<file path="src/rtl/serial_subtractor.sv">
// Bit-serial LSB-first subtractor: one full-subtractor cell plus a borrow flop
// computes A - B over WIDTH clocks behind a start/done handshake.
module serial_subtractor #(
    parameter int WIDTH = 8
) (
    input  logic             i_clk,
    input  logic             i_rst_n,
    input  logic             i_start,
    input  logic [WIDTH-1:0] i_a,
    input  logic [WIDTH-1:0] i_b,
    output logic             o_busy,
    output logic             o_d,
    output logic             o_d_valid,
    output logic [WIDTH-1:0] o_diff,
    output logic             o_borrow,
    output logic             o_done
);

    // state | meaning
    // IDLE  | waiting for i_start, last result held on o_diff/o_borrow
    // SHIFT | one difference bit per cycle, LSB first
    // DONE  | one-cycle o_done pulse with the new result
    localparam int CW = $clog2(WIDTH + 1);
    localparam logic [1:0] S_IDLE  = 2'd0;
    localparam logic [1:0] S_SHIFT = 2'd1;
    localparam logic [1:0] S_DONE  = 2'd2;

    logic [1:0]       state;
    logic [WIDTH-1:0] sa;
    logic [WIDTH-1:0] sb;
    logic [WIDTH-1:0] res;
    logic [WIDTH-1:0] diff_q;
    logic             borrow_q;
    logic             bf;
    logic [CW-1:0]    cnt;

    logic bit_a;
    logic bit_b;
    logic hs1_d;
    logic hs1_b;
    logic hs2_b;
    logic d;
    logic bout;
    logic last_bit;

    // Full subtractor built from two half subtractors.
    assign bit_a    = sa[0];
    assign bit_b    = sb[0];
    assign hs1_d    = bit_a ^ bit_b;
    assign hs1_b    = ~bit_a & bit_b;
    assign d        = hs1_d ^ bf;
    assign hs2_b    = ~hs1_d & bf;
    assign bout     = hs1_b | hs2_b;
    assign last_bit = (cnt == CW'(WIDTH - 1));

    always_ff @(posedge i_clk or negedge i_rst_n) begin
        if (!i_rst_n) begin
            state    <= S_IDLE;
            sa       <= '0;
            sb       <= '0;
            res      <= '0;
            diff_q   <= '0;
            borrow_q <= 1'b0;
            bf       <= 1'b0;
            cnt      <= '0;
        end else begin
            case (state)
                S_IDLE: begin
                    if (i_start) begin
                        sa    <= i_a;
                        sb    <= i_b;
                        bf    <= 1'b0;
                        cnt   <= '0;
                        state <= S_SHIFT;
                    end
                end
                S_SHIFT: begin
                    bf  <= bout;
                    sa  <= sa >> 1;
                    sb  <= sb >> 1;
                    res <= {d, res[WIDTH-1:1]};
                    cnt <= cnt + 1'b1;
                    if (last_bit) begin
                        // Published copy is separate so o_diff holds steady during SHIFT.
                        diff_q   <= {d, res[WIDTH-1:1]};
                        borrow_q <= bout;
                        state    <= S_DONE;
                    end
                end
                S_DONE: begin
                    state <= S_IDLE;
                end
                default: begin
                    state <= S_IDLE;
                end
            endcase
        end
    end

    assign o_busy    = (state != S_IDLE);
    assign o_d_valid = (state == S_SHIFT);
    assign o_d       = o_d_valid & d;
    assign o_done    = (state == S_DONE);
    assign o_diff    = diff_q;
    assign o_borrow  = borrow_q;

endmodule

</file>
<file path="config.mk">
export PLATFORM = sky130hd
export DESIGN_NAME = serial_subtractor
export DESIGN_NICKNAME = d
export VERILOG_FILES = /design/src/rtl/serial_subtractor.sv
export SDC_FILE = /design/constraint.sdc
export NUM_CORES = 1
export LEC_CHECK = 0
export BUFFER_PORTS_ARGS = -buffer_cell sky130_fd_sc_hd__buf_2
export CAP_MARGIN = 20
export CORE_MARGIN = 8
export CORE_UTILIZATION = 25
export DETAILED_ROUTE_END_ITERATION = 10
export SLEW_MARGIN = 5
export SYNTH_ARGS = -nofsm -noshare
export SYNTH_HDL_FRONTEND = slang
export SYNTH_SLANG_ARGS = --single-unit
</file>
<file path="constraint.sdc">
create_clock -name i_clk -period 2.1 [get_ports i_clk]
set_clock_uncertainty 0.05 [all_clocks]
set_input_delay 0.315 -clock i_clk [delete_from_list [all_inputs] [get_ports i_clk]]
set_output_delay 0.315 -clock i_clk [all_outputs]
set_load 0.05 [all_outputs]
</file>
; Word level (Yosys, flattened, before mapping)
; Cells that the tools add are included.
[word_totals]
regBits = 40
elab_cells = 39
[op_classes]
n_addsub = 1
n_eq_ne = 5
muxes = 11
bitwise_logic = 8
reduce_logical = 6
[ops]
columns = operator, n
row1 = $pmux 8 s2, 2
row2 = $mux 8, 2
row3 = $pmux 4 s2, 1
row4 = $reduce_and 2->1, 3
row5 = $add 4x1->4 const B, 1
row6 = $eq 4x3->1 const B, 1
row7 = $mux 2, 2
row8 = $mux 4, 1
row9 = $pmux 2 s2, 1
row10 = $reduce_bool 2->1, 2
row11 = $and 1x1->1, 3
row12 = $eq 2x1->1 const B, 1
row13 = $eq 2x2->1 const B, 1
row14 = $logic_not 2->1, 1
row15 = $ne 2x1->1 const B, 1
row16 = $ne 2x2->1 const B, 1
row17 = $not 1->1, 2
row18 = $pmux 1 s2, 1
row19 = $xor 1x1->1, 2
row20 = $mux 1, 1
row21 = $or 1x1->1, 1

; Depth between registers and ports, before layout
; Gate-level depths: netlist of run 1.
[depth]
depth_word = 5
mapped_depth = 4

; Worst setup path after synthesis of run 1
; No wires, ideal clock.
[synth_timing]
path_type = flip-flop to flip-flop
from = register state[0]
to = register res[7]
setup_ns = 0.119
t_arrival_ns = 1.713
required_ns = 1.931
slack_ns = 0.219
stages_incl_launch_ff = 5
path_buffers = 0
synth_period_minus_slack_ns = 1.881
cell_sequence = dfrtp_1 > nand2b_2 > clkinv_1 > and2_1 > a21o_1
[synth_between]
elab_chain_cells = 1
[synth_rtl]
columns = element, line
row1 = start: declaration, 28  ; logic [1:0] state;
row2 = start signal: assignment, 58  ; state <= S_IDLE;
row3 = start signal: assignment, 74  ; state <= S_SHIFT;
row4 = start signal: assignment, 87  ; state <= S_DONE;
row5 = $eq 2x1->1, -
row6 = net o_d_valid, 13  ; output logic o_d_valid,
row7 = end signal: assignment, 81  ; res <= {d, res[WIDTH-1:1]};
row8 = end: declaration, 31  ; logic [WIDTH-1:0] res;
; The timed path passes the listed nets, and every way through them passes these cells.
; A chain may end at the register's enable or synchronous reset.

; Worst setup path in the final report of run 1
[layout_timing]
from = register sa[0]
to = output port o_d
[layout_between]
elab_chain_cells = 3
[layout_rtl]
columns = element, line
row1 = start: declaration, 29  ; logic [WIDTH-1:0] sa;
row2 = start signal: assignment, 70  ; sa <= i_a;
row3 = start signal: assignment, 79  ; sa <= sa >> 1;
row4 = $xor 1x1->1, 49  ; assign hs1_d = bit_a ^ bit_b;
row5 = $xor 1x1->1, 51  ; assign d = hs1_d ^ bf;
row6 = net d, 42  ; logic d;
row7 = $and 1x1->1, 102  ; assign o_d = o_d_valid & d;
row8 = end: declaration, 12  ; output logic o_d,
; The timed path passes the listed nets, and every way through them passes these cells.

==> run_results.csv, run 1 <==
group,metric,value,unit
clock_tree,ctsLongestPathBuffers,2,
synthesis,yosysSeqAreaShare,0.5927,
setup_path,crit_chain,"fa_1 -> and2_1 -> buf_2",
final_layout,drive_gt1_frac,0.2959,
clock_tree,cts_tree,"done",
setup_path,r2r_slack,400,ps
synthesis,synthTopCellsByArea,"dfrtp_1 (59%), nand2_1 (9.1%), mux2_2 (6.2%)",
floorplan,initial_core_util,0.2593,
global_route,track_usage,0.07813,
synthesis,synth.distinct_cells,26,
timing,finalHoldViolations,0,
final_layout,antennaDiodeCount,0,
timing,slew_headroom,0.6663,
synthesis,syn-cell-area,0.001647,mm²
placement,hpwl,2.548,mm
placement,portBuffers,31,
detailed_routing,dr_wl_met2,1.711,mm
flow_run,drv_cap,0,
floorplan,die_y,97.16,µm
setup_path,reg2regPathDepth,3,
pwr,power.leakage,0.9636,nW
setup_path,reg2reg_from,"state[1]",
pwr,ir_drop,0.5098,mV
detailed_routing,wl_met3,161,µm
global_route,grt_pass1_vias,1310,
timing,clock.fmax,494.7,MHz
synthesis,synth.net_count,176,
detailed_routing,ant_nets,0,
synthesis,yosys.area.top_type,"dfrtp_1",
clock_tree,cts_resized,0,
synthesis,synth_top_area_frac,0.5927,
timing,worstMarginPinSlew,499.0,ps
setup_path,cp_max_fo,2,
hold_path,min_delay_path_depth,3,
synthesis,synthCells,155,
hold_path,hold_class,"in2reg",
timing,tns,0,ps
clock_tree,cts_setup_buffers,0,
global_route,grt_first_pass_wirelength,6.161,mm
placement,dp_cells,264,
timing,rsz0062_at_grt,"no",
detailed_routing,totalWireLength,3.482,mm
clock_tree,cts_max_level,2,
final_layout,final_cells,273,
floorplan,dieArea,0.009439,mm²
detailed_routing,dr.pass1.iters,3,
hold_path,min_to,"sb[7]",
floorplan,die_x,97.16,µm
timing,fin_crit_sh,0.9626,
synthesis,yosys_warnings,0,
timing,period_needed,2021,ps
global_route,grt_antenna_before_repair,0,
setup_path,slowest_stage,"fa_1",
setup_path,max_stage_delay,550,ps
hold_path,worstHoldStart,"i_b[7]",
pwr,powerDensity,1634,mW/mm²
clock_tree,worst_skew_pair.late_latency,290,ps
clock_tree,clk_pin_slew,80,ps
setup_path,cp.arrival,1660,ps
detailed_routing,top_layer_used,"met4",
global_route,overflow,0,
setup_path,crit_type,"reg2out",
clock_tree,clkSinkCount,39,
detailed_routing,drc,0,
clock_tree,clockRootBuffer,"clkbuf_8",
final_layout,syn_to_final_growth,23.02,%
floorplan,num_rows,29,
global_route,grt_start_max_net_pins,24,
run_status,status,"finished clean",
setup_path,start_kind,"flip-flop",
timing,slew_viol_final,0,
clock_tree,cts_buffers,5,
detailed_routing,drt_iter0_drc,77,
synthesis,syn_avg_cell_area,10.62,µm²
floorplan,pin_count,32,
setup_path,critPathTopFamily,"adder cells",
final_layout,final_nets,216,
setup_path,path_buf_inv,1,
timing,setup_violations,0,
placement,gp_congestion,0.7237,
detailed_routing,routedWlPerCell,12.75,µm
setup_path,reg2reg_to,"o_diff[1]",
detailed_routing,vias,1220,
detailed_routing,via_per_inst,4.469,
setup_path,required,1740,ps
detailed_routing,met1_length,1.546,mm
final_layout,post-route-util,0.3190,
setup_path,timing.critical_path.to_type,"output port",
floorplan,core-area,0.006350,mm²
synthesis,ys_ff_latch,39,
## worst min-delay path, delay by kind of cell
family | cells | cell delay [ps]
AND/OR/NAND/NOR | 1 | 70
AO/OA/AOI/OAI | 1 | 80
buffers and inverters | 1 | 100
## cell type report
class	instances	area, µm²
Clock buffer	7	76.32
Tap cell	77	96.34
Timing Repair Buffer	41	232.7
Multi-Input combinational cell	103	620.6
Fill cell	643	4324
Sequential cell	39	975.9
Inverter	5	18.77
Clock inverter	1	5.005
## power by group
group	switching, W	total, W	internal (W)
Sequential	0.000195	0.00127	0.00107
Combinational	0.00102	0.00156	0.000534
Clock	0.000251	0.000484	0.000233
Total	0.00147	0.00331	0.00184
## routing by layer
metal | vias to the layer above | track usage
met5 | - | 0
met4 | 0 | 0.03550
met3 | 7 | 0.02703
met2 | 14 | 0.1286
met1 | 596 | 0.08869
li1 | 603 | -
## layout by cell type (no fill, tap or decap), drive strengths merged, types with 3 or more instances in the layout
master	Yosys	final
mux2	9	9
o21ai	18	18
a22oi	13	13
clkbuf	7	7
nand2	40	40
buf	1	40
inv	4	4
dfrtp	39	39
nand3	3	3
## how the worst max path moves through the flow
stage / start / endpoint / slack (ps) / cells past startpoint
floorplan: state[0] / res[7] / 220 / 4
global placement: sa[0] / o_d / 370 / 3
detailed placement: sa[0] / o_d / 370 / 3
CTS: sa[0] / o_d / 50 / 3
global route: sa[0] / o_d / 20 / 3
finish: sa[0] / o_d / 80 / 3
## state kept, by name, indices dropped and copies added, names as in the netlist
name and count:
bf 1, cnt 4, o_borrow 1, o_diff 8
res 7, sa 8, sb 8, state 2
## per-stage QoR
step	power [W]	area, µm²	hold slack [ps]	setup slack [ps]
4_1_cts	0.003368	2026	263.4	49.79
3_3_place_gp	0.002854	1934	217.5	373.6
2_1_floorplan	0.002432	1647	-30.59	218.7
6_report	0.003311	2026	264.0	78.57
3_5_place_dp	0.002873	1934	216.2	366.6
5_1_grt	0.003574	2026	280.7	18.45
## what timing repair did
action | 4_1_cts | 5_1_grt
setup endpoints to repair | 0 | 0
hold buffers | 1 | 0
hold endpoints to repair | 16 | 0
## Yosys cell counts
cell type,instances
a21o_1,1
a21oi_1,2
a22o_1,2
a22oi_1,13
a2bb2oi_1,1
and2_1,1
and3b_1,1
buf_2,1
clkbuf_1,7
clkinv_1,1
dfrtp_1,39
fa_1,1
ha_1,1
inv_1,4
mux2_2,9
mux2i_1,1
nand2_1,40
nand2b_2,1
nand3_1,3
nor2_1,2
nor2b_1,2
nor3_4,1
o21ai_0,18
o21bai_1,1
or2_2,1
or3_1,1
## logic make-up (layout without fill, tap and decap cells)
family / count (synthesis) / after routing / share of synthesized area
flip-flops: 39 / 39 / 0.5927
buffers and inverters: 13 / 54 / 0.03039
AO/OA/AOI/OAI: 38 / 38 / 0.1451
multiplexers: 10 / 10 / 0.06763
AND/OR/NAND/NOR: 53 / 53 / 0.1444
adder cells (fa/ha/maj): 2 / 2 / 0.01976
Power figures use the tool's default switching activity.
==> run 2, diff against run 1 <==
--- a/config.mk
+++ b/config.mk
@@ -10,7 +10,7 @@
 export CORE_MARGIN = 8
 export CORE_UTILIZATION = 25
 export DETAILED_ROUTE_END_ITERATION = 10
-export SLEW_MARGIN = 5
+export SLEW_MARGIN = 20
 export SYNTH_ARGS = -nofsm -noshare
 export SYNTH_HDL_FRONTEND = slang
 export SYNTH_SLANG_ARGS = --single-unit
==> constraint.sdc (replaced) <==
create_clock -name i_clk -period 2 [get_ports i_clk]
set_clock_uncertainty 0.05 [all_clocks]
set_input_delay 0.3 -clock i_clk [delete_from_list [all_inputs] [get_ports i_clk]]
set_output_delay 0.3 -clock i_clk [all_outputs]
set_load 0.05 [all_outputs]
==> run 2 against run 1 <==
Compared with the run above: wire length grew 2.4%; first-iteration DRC count did not move; global-route usage is 0.11 points higher; power up 8.5%; clock power grew 11%; largest power group unchanged; non-clock buffer count shrank 1; largest cell class unchanged; highest routed layer unchanged.
==> run_results.csv, run 2 (synthesized netlist as in run 1, its figures left out) <==
group,metric,value,unit
floorplan,num_rows,29,
clock_tree,clk_pin_slew,70,ps
placement,gp_congestion,0.7324,
final_layout,final_cell_mix,"nand2_1 (40), dfrtp_1 (39), buf_2 (30), o21ai_0 (18), a22oi_1 (13)",
detailed_routing,via_per_inst,4.542,
clock_tree,cts_buffers,5,
global_route,grt_first_pass_wirelength,6.299,mm
final_layout,final_nets,215,
timing,period_needed,1903,ps
global_route,grt_antenna_before_repair,0,
floorplan,pin_count,32,
setup_path,cp.arrival,1550,ps
clock_tree,clkSinkCount,39,
timing,slew_headroom,0.6723,
pwr,power.leakage,0.9686,nW
clock_tree,cts_max_level,2,
floorplan,die_x,97.16,µm
timing,rsz0062_at_grt,"no",
pwr,p_switching,0.001572,W
timing,tns,0,ps
timing,fin_crit_sh,0.9514,
setup_path,required,1650,ps
clock_tree,cts_resized,1,
placement,placed_cell_area,0.001934,mm²
setup_path,timing.critical_path.to_type,"output port",
clock_tree,ctsLongestPathBuffers,2,
timing,hold_slack,3.465,ps
floorplan,die_y,97.16,µm
setup_path,start_kind,"flip-flop",
clock_tree,worst_skew_pair.late_latency,280,ps
hold_path,hold_class,"in2async",
timing,setup_violations,0,
detailed_routing,dr.pass1.iters,4,
global_route,grt_pass1_vias,1316,
clock_tree,clockRootBuffer,"clkbuf_8",
pwr,swShare,0.4373,
floorplan,dieArea,0.009439,mm²
timing,clock.fmax,525.5,MHz
detailed_routing,drc,0,
pwr,combPwrFrac,0.480,
global_route,busiest_layer,"met2",
setup_path,crit_type,"reg2out",
pwr,seqPwrFrac,0.371,
pwr,ir_drop,0.6307,mV
final_layout,final_area,0.002031,mm²
clock_tree,cts_hold_buf,0,
pwr,powerDensity,1770,mW/mm²
clock_tree,cts_setup_buffers,0,
timing,finalHoldViolations,0,
detailed_routing,routedWlPerCell,13.16,µm
clock_tree,cts_tree,"done",
global_route,met3_usage,0.02703,
setup_path,crit_chain,"fa_1 -> and2_4 -> buf_6",
detailed_routing,vias,1231,
global_route,track_usage,0.07928,
pwr,clockPowerShare,0.149,
setup_path,r2r_slack,330,ps
setup_path,cp_max_fo,2,
flow_run,drv_cap,0,
timing,slew_viol_final,0,
final_layout,antennaDiodeCount,0,
detailed_routing,drt_iter0_drc,77,
floorplan,core-area,0.006350,mm²
placement,hpwl,2.515,mm
global_route,grtUsageMet2,0.1286,
final_layout,syn_to_final_growth,23.33,%
global_route,grt_start_max_net_pins,40,
timing,worstMarginPinSlew,491.6,ps
setup_path,reg2regPathDepth,3,
setup_path,reg2reg_to,"o_diff[6]",
final_layout,layout_commonest_cell,"nand2_1",
setup_path,max_stage_delay,560,ps
final_layout,drive_gt1_frac,0.3093,
global_route,overflow,0,
global_route,use_met1,0.09316,
setup_path,slowest_stage,"fa_1",
detailed_routing,ant_nets,0,
detailed_routing,totalWireLength,3.567,mm
pwr,p_int,0.002022,W
run_status,status,"finished clean",
placement,portBuffers,31,
setup_path,reg2reg_from,"state[1]",
floorplan,initial_core_util,0.2593,
## run 2: worst max path at each step
stage / from / cells past startpoint / to / slack [ps]
3_3_place_gp: sa[0] / 3 / o_d / 300
4_1_cts: sa[0] / 3 / o_d / 30
2_1_floorplan: state[0] / 4 / res[7] / 120
3_5_place_dp: sa[0] / 3 / o_d / 290
6_report: sa[0] / 3 / o_d / 100
5_1_grt: sa[0] / 3 / o_d / 9
## run 2: layout make-up
type | instances | area (µm²)
multi-input combinational | 103 | 623.1
tap | 77 | 96.34
clock inverter | 1 | 5.005
timing repair buffer | 40 | 229.0
inverter | 5 | 18.77
fill | 641 | 4319
clock buffer | 6 | 82.58
sequential | 39 | 975.9
## run 2: routing by layer
metal | wire, µm | vias up
met5 | 0 | -
met4 | 46 | 0
met3 | 124 | 4
met2 | 1690 | 14
met1 | 1705 | 607
li1 | - | 606
## run 2: metrics by stage
stage          std cells    util  worst slack, ps  total power (W)
3_3_place_gp         264  0.3046            302.4         0.003007
3_5_place_dp         264  0.3046            294.0         0.003034
4_1_cts              271  0.3188            33.39         0.003596
5_1_grt              271  0.3198            9.341         0.003871
2_1_floorplan        155       -            118.7         0.002554
6_report             271  0.3198            97.15         0.003594
## run 2: critical path, delay by kind of cell, from the launching register on
family,cells,cell delay (ps)
buffers and inverters,1,150
flip-flops,1,400
adder cells (fa/ha/maj),1,560
AND/OR/NAND/NOR,1,150
## run 2: power groups by stage
stage	sequential [W]	clock [W]	combinational, W
after floorplan	0.00159	0	0.000967
after global placement	0.00134	0	0.00166
after detailed placement	0.00135	0	0.00168
after CTS	0.00134	0.000557	0.00170
after global routing	0.00139	0.000579	0.00190
final	0.00133	0.000535	0.00173
==> run 3, diff against run 2 <==
--- a/config.mk
+++ b/config.mk
@@ -7,6 +7,7 @@
 export LEC_CHECK = 0
 export BUFFER_PORTS_ARGS = -buffer_cell sky130_fd_sc_hd__buf_2
 export CAP_MARGIN = 20
+export CORE_ASPECT_RATIO = 1.1
 export CORE_MARGIN = 8
 export CORE_UTILIZATION = 25
 export DETAILED_ROUTE_END_ITERATION = 10
==> run 3 against run 2 <==
Compared with the run above: via count unchanged; sequential power about the same; sequential share of layout area decreased by 0.089 points; wire length decreased by 1.1%; flip-flop and latch count unchanged.
==> run_results.csv, run 3 (synthesized netlist as in run 1, its figures left out) <==
group,metric,value,unit
pwr,p_int,0.001972,W
global_route,grt_first_pass_wirelength,5.996,mm
placement,gp_congestion,0.7015,
global_route,overflow,0,
placement,hpwl,2.444,mm
final_layout,final_cell_mix,"nand2_1 (40), dfrtp_1 (39), buf_2 (29), o21ai_0 (18), a22oi_1 (13)",
clock_tree,ctsLongestPathBuffers,2,
hold_path,hold_class,"in2async",
floorplan,core-area,0.006477,mm²
floorplan,die_y,101.1,µm
floorplan,pin_count,32,
setup_path,required,1650,ps
setup_path,slowest_stage,"fa_1",
setup_path,critPathTopFamily,"adder cells",
final_layout,layout_commonest_cell,"nand2_1",
detailed_routing,routedWlPerCell,12.78,µm
clock_tree,clkSinkCount,39,
pwr,ir_drop,0.9597,mV
floorplan,die_x,93.38,µm
clock_tree,cts_tree,"done",
setup_path,timing.critical_path.to_type,"output port",
clock_tree,cts_setup_buffers,0,
flow_run,drv_cap,0,
setup_path,cp_max_fo,2,
timing,setup_violations,0,
final_layout,fillers,662,
clock_tree,cts_hold_buf,0,
pwr,swShare,0.4446,
placement,dp_cells,268,
timing,period_needed,1940,ps
final_layout,drive_gt1_frac,0.3093,
global_route,track_usage,0.08017,
timing,slew_viol_final,0,
final_layout,antennaDiodeCount,0,
final_layout,syn_to_final_growth,23.56,%
detailed_routing,ant_nets,0,
pwr,power.leakage,0.9646,nW
pwr,clockPowerShare,0.144,
timing,slew_headroom,0.6654,
global_route,grt_start_max_net_pins,40,
final_layout,final_cells,276,
pwr,combPwrFrac,0.480,
setup_path,crit_chain,"fa_1 -> and2_1 -> buf_6",
run_status,status,"finished clean",
clock_tree,worst_skew_pair.late_latency,290,ps
detailed_routing,drt_iter0_drc,47,
detailed_routing,dr.pass1.iters,4,
final_layout,final_nets,214,
floorplan,dieArea,0.009442,mm²
pwr,seqPwrFrac,0.376,
setup_path,crit_type,"reg2out",
timing,fin_crit_sh,0.9702,
timing,finalHoldViolations,0,
clock_tree,clockRootBuffer,"clkbuf_8",
detailed_routing,totalWireLength,3.526,mm
detailed_routing,vias,1231,
clock_tree,cts_max_level,2,
floorplan,num_rows,31,
global_route,grt_pass1_vias,1231,
clock_tree,cts_resized,1,
detailed_routing,via_per_inst,4.460,
setup_path,cp.arrival,1590,ps
setup_path,start_kind,"flip-flop",
placement,portBuffers,31,
detailed_routing,drc,0,
timing,tns,0,ps
setup_path,max_stage_delay,540,ps
clock_tree,clk_pin_slew,80,ps
timing,worstMarginPinSlew,502.0,ps
floorplan,initial_core_util,0.2542,
timing,rsz0062_at_grt,"no",
setup_path,path_buf_inv,1,
timing,clock.fmax,515.3,MHz
pwr,p_switching,0.001579,W
pwr,powerDensity,1746,mW/mm²
global_route,grt_antenna_before_repair,0,
clock_tree,cts_buffers,5,
-- run 3: cell types whose count changed in the layout (fill, tap and decap cells not counted), sizes merged --
cell and change:
buf -2, clkinv +1, clkinvlp +1
-- run 3: layout make-up --
cell class	instances	area, µm²	share of cell area
flip-flops and latches	39	975.9	0.4797
multi-input cells	103	625.6	0.3075
repair buffers	39	224.0	0.1101
well taps	82	102.6	0.05043
clock buffers	5	68.82	0.03383
inverters	5	22.52	0.01107
clock inverters	3	15.01	0.007380
-- run 3: power by group through the flow --
| stage | logic [W] | registers, W | clock network [W] |
|---|---|---|---|
| 3_5_place_dp | 0.00167 | 0.00135 | 0 |
| 5_1_grt | 0.00187 | 0.00139 | 0.000573 |
| 3_3_place_gp | 0.00165 | 0.00134 | 0 |
| 6_report | 0.00170 | 0.00134 | 0.000511 |
| 4_1_cts | 0.00169 | 0.00133 | 0.000536 |
| 2_1_floorplan | 0.000967 | 0.00159 | 0 |
-- run 3: final timing paths --
path / slack, ps / to / depth (start not counted) / from
worst max-delay path: 60 / o_d / 3 / sa[0]
worst min-delay path: 9 / o_diff[2] / 2 / i_rst_n
worst max register to register: 380 / o_diff[0] / 4 / cnt[0]
worst min register to register: 430 / sb[3] / 2 / sb[3]
max in group asynchronous: 1540 / cnt[2] / 2 / i_rst_n
min in group i_clk: 210 / sb[7] / 3 / i_b[7]
-- run 3: worst reg2reg max path, stage by stage (launching register included) --
cell     delay, ps
dfrtp_1        390
ha_1           190
nand2_1        100
nor3_4         390
mux2_2         390
-- run 3: per-stage QoR --
step           setup slack [ps]  hold slack, ps  total power [W]  instance area, µm²  utilization
5_1_grt                   11.34           53.40         0.003829                2034       0.3141
2_1_floorplan             118.7          -45.59         0.002554                1647            -
3_5_place_dp              292.4           339.6         0.003019                1933       0.2984
4_1_cts                   21.94           17.37         0.003561                2019       0.3118
6_report                  59.57           9.276         0.003551                2034       0.3141
3_3_place_gp              302.7           338.0         0.002981                1933       0.2984
-- run 3: layer usage --
layer / wire [µm] / global-route usage / up-vias
li1: - / - / 607
met2: 1442 / 0.1064 / 39
met1: 1745 / 0.1091 / 580
met4: 34 / 0.03102 / 0
met3: 304 / 0.03651 / 5
met5: 0 / 0 / -
